[src/rtl/wb_arb2_if.sv]
// Signal bundle around the two-master Wishbone arbiter: the J1 code/data master ports and the memory port.
// slave = the arbiter's own view; master = the J1 buses and memory that surround it.
interface wb_arb2_if #(
    parameter int AW = 16,
    parameter int DW = 16
);
    logic          m0_cyc_i, m0_stb_i, m0_we_i;
    logic [AW-1:0] m0_adr_i;
    logic [DW-1:0] m0_dat_i, m0_dat_o;
    logic          m0_ack_o, m0_err_o;

    logic          m1_cyc_i, m1_stb_i, m1_we_i;
    logic [AW-1:0] m1_adr_i;
    logic [DW-1:0] m1_dat_i, m1_dat_o;
    logic          m1_ack_o, m1_err_o;

    logic          s_cyc_o, s_stb_o, s_we_o;
    logic [AW-1:0] s_adr_o;
    logic [DW-1:0] s_dat_o, s_dat_i;
    logic          s_ack_i;

    modport slave (
        input  m0_cyc_i, m0_stb_i, m0_we_i, m0_adr_i, m0_dat_i,
        output m0_dat_o, m0_ack_o, m0_err_o,
        input  m1_cyc_i, m1_stb_i, m1_we_i, m1_adr_i, m1_dat_i,
        output m1_dat_o, m1_ack_o, m1_err_o,
        output s_cyc_o, s_stb_o, s_we_o, s_adr_o, s_dat_o,
        input  s_dat_i, s_ack_i
    );

    modport master (
        output m0_cyc_i, m0_stb_i, m0_we_i, m0_adr_i, m0_dat_i,
        input  m0_dat_o, m0_ack_o, m0_err_o,
        output m1_cyc_i, m1_stb_i, m1_we_i, m1_adr_i, m1_dat_i,
        input  m1_dat_o, m1_ack_o, m1_err_o,
        input  s_cyc_o, s_stb_o, s_we_o, s_adr_o, s_dat_o,
        output s_dat_i, s_ack_i
    );
endinterface

[src/rtl/wb_arb2.sv]
// Two-master, one-slave Wishbone classic arbiter sharing the unified J1 memory between code and data buses.
// Grants last a whole bus cycle; round-robin or fixed priority; a watchdog ends stalled strobes with err.
//
// state | meaning
// IDLE  | no grant, all slave outputs low
// G0    | master 0 (J1 code bus) owns the slave
// G1    | master 1 (J1 data bus) owns the slave
module wb_arb2 #(
    parameter int AW         = 16,
    parameter int DW         = 16,
    parameter int FIXED_PRIO = 0,
    parameter int TIMEOUT    = 255
) (
    input  logic       sys_clk_i,
    input  logic       sys_rst_i,
    wb_arb2_if.slave   bus,
    output logic [1:0] gnt_o
);
    localparam int            CW       = (TIMEOUT > 0) ? $clog2(TIMEOUT + 1) : 1;
    localparam logic [CW-1:0] WD_LIMIT = CW'(TIMEOUT);

    typedef enum logic [1:0] {
        IDLE = 2'd0,
        G0   = 2'd1,
        G1   = 2'd2
    } state_t;

    state_t        state_q, state_d;
    logic          last_q, last_d;     // 1 = master 1 held the most recent grant
    logic [CW-1:0] wdog_q, wdog_d;
    logic          own0, own1;
    logic          stb_raw, wd_fire;
    logic [AW-1:0] adr_sel;
    logic [DW-1:0] dat_sel;

    always_ff @(posedge sys_clk_i or negedge sys_rst_i) begin
        if (!sys_rst_i) begin
            state_q <= IDLE;
            last_q  <= 1'b1;
            wdog_q  <= '0;
        end else begin
            state_q <= state_d;
            last_q  <= last_d;
            wdog_q  <= wdog_d;
        end
    end

    always_comb begin : arbitrate
        state_d = state_q;
        last_d  = last_q;
        case (state_q)
            IDLE: begin
                if (bus.m0_cyc_i && bus.m1_cyc_i) begin
                    if ((FIXED_PRIO != 0) || last_q) state_d = G0;
                    else                             state_d = G1;
                end else if (bus.m0_cyc_i) begin
                    state_d = G0;
                end else if (bus.m1_cyc_i) begin
                    state_d = G1;
                end
            end
            G0:      if (!bus.m0_cyc_i) state_d = IDLE;
            G1:      if (!bus.m1_cyc_i) state_d = IDLE;
            default: state_d = IDLE;
        endcase
        if (state_d == G0)      last_d = 1'b0;
        else if (state_d == G1) last_d = 1'b1;
    end

    always_comb begin : datapath
        own0    = (state_q == G0);
        own1    = (state_q == G1);
        stb_raw = (own0 & bus.m0_stb_i) | (own1 & bus.m1_stb_i);

        // An ack landing on the terminal count wins over the timeout.
        wd_fire = (TIMEOUT > 0) && stb_raw && !bus.s_ack_i && (wdog_q == WD_LIMIT);
        wdog_d  = wdog_q + 1'b1;
        if ((TIMEOUT == 0) || !stb_raw || bus.s_ack_i || wd_fire) wdog_d = '0;

        adr_sel = ({AW{own0}} & bus.m0_adr_i) | ({AW{own1}} & bus.m1_adr_i);
        dat_sel = ({DW{own0}} & bus.m0_dat_i) | ({DW{own1}} & bus.m1_dat_i);

        bus.s_cyc_o = (own0 & bus.m0_cyc_i) | (own1 & bus.m1_cyc_i);
        bus.s_stb_o = stb_raw & ~wd_fire;
        bus.s_we_o  = (own0 & bus.m0_we_i) | (own1 & bus.m1_we_i);
        bus.s_adr_o = adr_sel;
        bus.s_dat_o = dat_sel;

        bus.m0_dat_o = bus.s_dat_i;
        bus.m1_dat_o = bus.s_dat_i;
        bus.m0_ack_o = own0 & bus.s_ack_i;
        bus.m1_ack_o = own1 & bus.s_ack_i;
        bus.m0_err_o = own0 & wd_fire;
        bus.m1_err_o = own1 & wd_fire;

        gnt_o = {own1, own0};
    end
endmodule

[src/flat_wrapper.sv]
// flat-port wrapper written by rule: the top's interface ports become plain ports
module wb_arb2_flat 
#(
    parameter int AW         = 16,
    parameter int DW         = 16,
    parameter int FIXED_PRIO = 0,
    parameter int TIMEOUT    = 255
)
  (sys_clk_i, sys_rst_i, gnt_o, bus_m0_cyc_i, bus_m0_stb_i, bus_m0_we_i, bus_m0_adr_i, bus_m0_dat_i, bus_m0_dat_o, bus_m0_ack_o, bus_m0_err_o, bus_m1_cyc_i, bus_m1_stb_i, bus_m1_we_i, bus_m1_adr_i, bus_m1_dat_i, bus_m1_dat_o, bus_m1_ack_o, bus_m1_err_o, bus_s_cyc_o, bus_s_stb_o, bus_s_we_o, bus_s_adr_o, bus_s_dat_o, bus_s_dat_i, bus_s_ack_i);
  wb_arb2_if #(.AW(AW), .DW(DW)) bus_i ();
  input  logic sys_clk_i;
  input  logic sys_rst_i;
  output logic [1:0] gnt_o;
  input wire logic [$bits(bus_i.m0_cyc_i)-1:0] bus_m0_cyc_i;
  input wire logic [$bits(bus_i.m0_stb_i)-1:0] bus_m0_stb_i;
  input wire logic [$bits(bus_i.m0_we_i)-1:0] bus_m0_we_i;
  input wire logic [$bits(bus_i.m0_adr_i)-1:0] bus_m0_adr_i;
  input wire logic [$bits(bus_i.m0_dat_i)-1:0] bus_m0_dat_i;
  output wire logic [$bits(bus_i.m0_dat_o)-1:0] bus_m0_dat_o;
  output wire logic [$bits(bus_i.m0_ack_o)-1:0] bus_m0_ack_o;
  output wire logic [$bits(bus_i.m0_err_o)-1:0] bus_m0_err_o;
  input wire logic [$bits(bus_i.m1_cyc_i)-1:0] bus_m1_cyc_i;
  input wire logic [$bits(bus_i.m1_stb_i)-1:0] bus_m1_stb_i;
  input wire logic [$bits(bus_i.m1_we_i)-1:0] bus_m1_we_i;
  input wire logic [$bits(bus_i.m1_adr_i)-1:0] bus_m1_adr_i;
  input wire logic [$bits(bus_i.m1_dat_i)-1:0] bus_m1_dat_i;
  output wire logic [$bits(bus_i.m1_dat_o)-1:0] bus_m1_dat_o;
  output wire logic [$bits(bus_i.m1_ack_o)-1:0] bus_m1_ack_o;
  output wire logic [$bits(bus_i.m1_err_o)-1:0] bus_m1_err_o;
  output wire logic [$bits(bus_i.s_cyc_o)-1:0] bus_s_cyc_o;
  output wire logic [$bits(bus_i.s_stb_o)-1:0] bus_s_stb_o;
  output wire logic [$bits(bus_i.s_we_o)-1:0] bus_s_we_o;
  output wire logic [$bits(bus_i.s_adr_o)-1:0] bus_s_adr_o;
  output wire logic [$bits(bus_i.s_dat_o)-1:0] bus_s_dat_o;
  input wire logic [$bits(bus_i.s_dat_i)-1:0] bus_s_dat_i;
  input wire logic [$bits(bus_i.s_ack_i)-1:0] bus_s_ack_i;
  assign bus_i.m0_cyc_i = bus_m0_cyc_i;
  assign bus_i.m0_stb_i = bus_m0_stb_i;
  assign bus_i.m0_we_i = bus_m0_we_i;
  assign bus_i.m0_adr_i = bus_m0_adr_i;
  assign bus_i.m0_dat_i = bus_m0_dat_i;
  assign bus_m0_dat_o = bus_i.m0_dat_o;
  assign bus_m0_ack_o = bus_i.m0_ack_o;
  assign bus_m0_err_o = bus_i.m0_err_o;
  assign bus_i.m1_cyc_i = bus_m1_cyc_i;
  assign bus_i.m1_stb_i = bus_m1_stb_i;
  assign bus_i.m1_we_i = bus_m1_we_i;
  assign bus_i.m1_adr_i = bus_m1_adr_i;
  assign bus_i.m1_dat_i = bus_m1_dat_i;
  assign bus_m1_dat_o = bus_i.m1_dat_o;
  assign bus_m1_ack_o = bus_i.m1_ack_o;
  assign bus_m1_err_o = bus_i.m1_err_o;
  assign bus_s_cyc_o = bus_i.s_cyc_o;
  assign bus_s_stb_o = bus_i.s_stb_o;
  assign bus_s_we_o = bus_i.s_we_o;
  assign bus_s_adr_o = bus_i.s_adr_o;
  assign bus_s_dat_o = bus_i.s_dat_o;
  assign bus_i.s_dat_i = bus_s_dat_i;
  assign bus_i.s_ack_i = bus_s_ack_i;
  wb_arb2 #(.AW(AW), .DW(DW), .FIXED_PRIO(FIXED_PRIO), .TIMEOUT(TIMEOUT)) u_core (.sys_clk_i(sys_clk_i), .sys_rst_i(sys_rst_i), .bus(bus_i), .gnt_o(gnt_o));
endmodule
[config.mk]
export PLATFORM = sky130hd
export DESIGN_NAME = wb_arb2_flat
export DESIGN_NICKNAME = d
export VERILOG_FILES = /design/src/rtl/wb_arb2_if.sv /design/src/rtl/wb_arb2.sv /design/src/flat_wrapper.sv
export SDC_FILE = /design/constraint.sdc
export NUM_CORES = 1
export LEC_CHECK = 0
export BUFFER_PORTS_ARGS = -buffer_cell sky130_fd_sc_hd__buf_2
export CAP_MARGIN = 20
export CORE_MARGIN = 3
export CORE_UTILIZATION = 31
export DETAILED_ROUTE_END_ITERATION = 8
export GPL_ROUTABILITY_DRIVEN = 0
export PLACE_DENSITY = 0.9
export SLEW_MARGIN = 20
export SYNTH_ARGS = -nofsm -noshare
export SYNTH_HDL_FRONTEND = slang
export SYNTH_SLANG_ARGS = --single-unit
[constraint.sdc]
create_clock -name sys_clk_i -period 2 [get_ports sys_clk_i]
set_input_delay 0.5 -clock sys_clk_i [delete_from_list [all_inputs] [get_ports sys_clk_i]]
set_output_delay 0.5 -clock sys_clk_i [all_outputs]
set_load 0.03 [all_outputs]
==> metrics.txt <==
outcome=finished, violations left; violated checks=setup timing; Synth Flop Type=dfrtp_1; GRT Max-Usage Layer=met2; class of the worst hold path=in2async; clock share of power=13.5%; Peak Freq=~480 MHz; critical path class=reg2out; vias per inst=about 5.0; Worst slew margin=between 80% and 90%; DP Area=approximately 1600 µm²; Seq pwr share=approximately 17%; Syn Std Cell Area=approximately 1200 µm²; Mapped Cells=between 100 and 150; CTS sink count=11; CTS tree=done; Max FO, Critical Path=5; Worst Path Required=~1500 ps; Synth Net Count=roughly 230; post-route cell area=approximately 2000 µm²; Starting Density=33.9%; share of layout cells above drive strength 1=approximately 65%; initial DRC count=20; DRC viols=0; Ys Warns=0; Worst IR Drop VDD=about 0.00052 V; post-synth cell types=31; clk_lat worst skew=~240 ps; Power Density=794 nW/µm²; setup slack after layout=-78.6 ps; final setup fails=14; vias in the first global route=roughly 1,100; Slew Limit Fails=0; M1 GR Usage=between 10% and 20%; H-tree Lvls=1; TNS Setup=-323 ps; die width=slightly below 70 µm; RSZ-0062 raised after global routing=true; combinational fraction of design power=around 70%; NetSw=696 µW; internal power=between 900 and 1000 µW; DIE AREA=4640 µm²; Vias=between 1,000 and 1,500; DRT Pass-1 Iters=4; Inst Count DP=258; core area=roughly 3500 µm²; skew final=between 1 and 1.5 ps; period utilisation layout=104%; area delta synth->final=71.5%; Hold WS=119 ps; crit start category=flop; grt ovf=0; Lkg Pwr=approximately 0.0011 µW; Worst setup EP type=output pin; synthesis-stage register bit count=11; Die Ht=68.1 µm; Max Cap Viol=0; crit path DAT=~1600 ps; largest net degree at the start of global routing=36; DRT antenna net count=0; Rows=21; cts hold-fix bufs=0; syn avg cell area=just under 9 µm²; nets@finish=approximately 320; WL/cell=between 15 and 20 µm; Switching Share=42.8%; Routed WL=between 4 and 5 mm; met3 Track Usage GR=8.54%; Worst-path clk slew=about 50 ps; PortBufs=between 100 and 150; gr usage total=between 10% and 20%; Antenna Cells=0; Worst Tran Pin Value=about 240 ps; Max clock buf depth=2; first-pass GRT wire length=~5 mm; initial antenna violation count=0; Post-synth ARST share=100%; DP Wirelength=about 3.4 mm; minimum clock period=a little over 2000 ps; total CTS buffers=3; EDFF count, synth=0; Final Core Density=about three fifths; clk root buf=clkbuf_8; met2 usage=25.8%; final hold vios=0; Final Non-Filler Cells=275; Ports=around 160; sequential element share of the synthesized area=23.1%
synthesized netlist by cell type (all sizes together) (2+ instances only):
cell | number | area [µm²]
a21o | 2 | 15.0
a21oi | 5 | 25.0
a22o | 34 | 298
and2 | 2 | 12.5
buf | 43 | 300
dfrtp | 10 | 250
ha | 2 | 25.0
inv | 4 | 15.0
nand3 | 3 | 15.0
nand3b | 2 | 15.0
nor2 | 2 | 7.51
nor2b | 3 | 18.8
nor3 | 5 | 25.0
xor2 | 2 | 17.5
repair_timing:
action	CTS	global route
pin swaps	3	4
endpoints found under the setup margin	20	32
gates cloned	0	5
resized for setup	5	106
setup buffers	2	6
registers in the layout (all words and copies together), names as in the netlist:
name	count
u_core.wdog_q	8
u_core.state_q	2
u_core.last_q	1
cells in the final DEF, fill, tap and decap left out, types with 2 or more instances in the layout:
cell type / netlist / routed
xor2_1: 2 / 2
ha_1: 2 / 2
nand3b_1: 2 / 2
a21o_1: 2 / 2
dfrtp_1: 10 / 8
buf_4: 34 / 12
clkbuf_8: 0 / 3
buf_12: 0 / 2
clkbuf_16: 0 / 2
nor3_1: 5 / 5
and2_1: 2 / 2
a21oi_1: 5 / 5
nor2b_4: 0 / 2
buf_2: 9 / 77
a22o_1: 34 / 34
nand3_1: 3 / 3
dfrtp_2: 0 / 2
inv_1: 4 / 4
buf_6: 0 / 40
final cells by class:
cell class | instances | area, µm²
multi-input combinational | 77 | 636
timing repair buffer | 133 | 1020
fill | 310 | 1470
tap | 46 | 57.6
sequential | 11 | 279
clock inverter | 1 | 5.00
clock buffer | 3 | 41.3
inverter | 4 | 15.0
power groups by stage:
stage	combinational [µW]	clock [µW]	sequential, µW
2_1_floorplan	681	0	271
3_3_place_gp	827	0	271
3_5_place_dp	833	0	273
4_1_cts	844	228	270
5_1_grt	1190	240	275
6_report	1140	220	272
layer usage:
metal | vias to the layer above | share of wire (%)
met2 | 90 | 49
met5 | - | 0
met1 | 638 | 37
met3 | 2 | 13
met4 | 0 | 0.13
li1 | 655 | -
critical path, stage by stage (launching register included):
cell and delay (ps):
dfrtp_2 440, nand3b_1 190, a21o_1 250, nor4bb_4 290, buf_6 170
final timing paths:
path,to,startpoint,slack (ps),cells past startpoint
min in group sys_clk_i,u_core.last_q$_DFFE_PN1P_,u_core.last_q$_DFFE_PN1P_,500,2
hold / removal,u_core.wdog_q[2]$_DFF_PN0_,sys_rst_i,120,1
hold reg to reg,u_core.last_q$_DFFE_PN1P_,u_core.last_q$_DFFE_PN1P_,500,2
max in group asynchronous,u_core.last_q$_DFFE_PN1P_,sys_rst_i,1620,1
setup / recovery,bus_m1_err_o,u_core.state_q[1]$_DFF_PN0_,-80,4
setup reg to reg,u_core.wdog_q[2]$_DFF_PN0_,u_core.state_q[1]$_DFF_PN0_,420,6
kinds of logic after synthesis:
family	count (synthesis)	synth area share (%)
adder cells (fa/ha/maj)	2	2.09
multiplexers	1	0.838
flip-flops	11	23.1
AO/OA/AOI/OAI	45	30.5
buffers and inverters	47	26.4
XOR/XNOR	3	2.20
AND/OR/NAND/NOR	26	14.9
through the flow:
stage	total power [µW]	setup slack, ps
4_1_cts	1340	-58.9
3_5_place_dp	1110	87.3
2_1_floorplan	952	37.6
5_1_grt	1710	-137
6_report	1630	-78.6
3_3_place_gp	1100	115
Note: power is estimated with default switching activity, not from simulation.
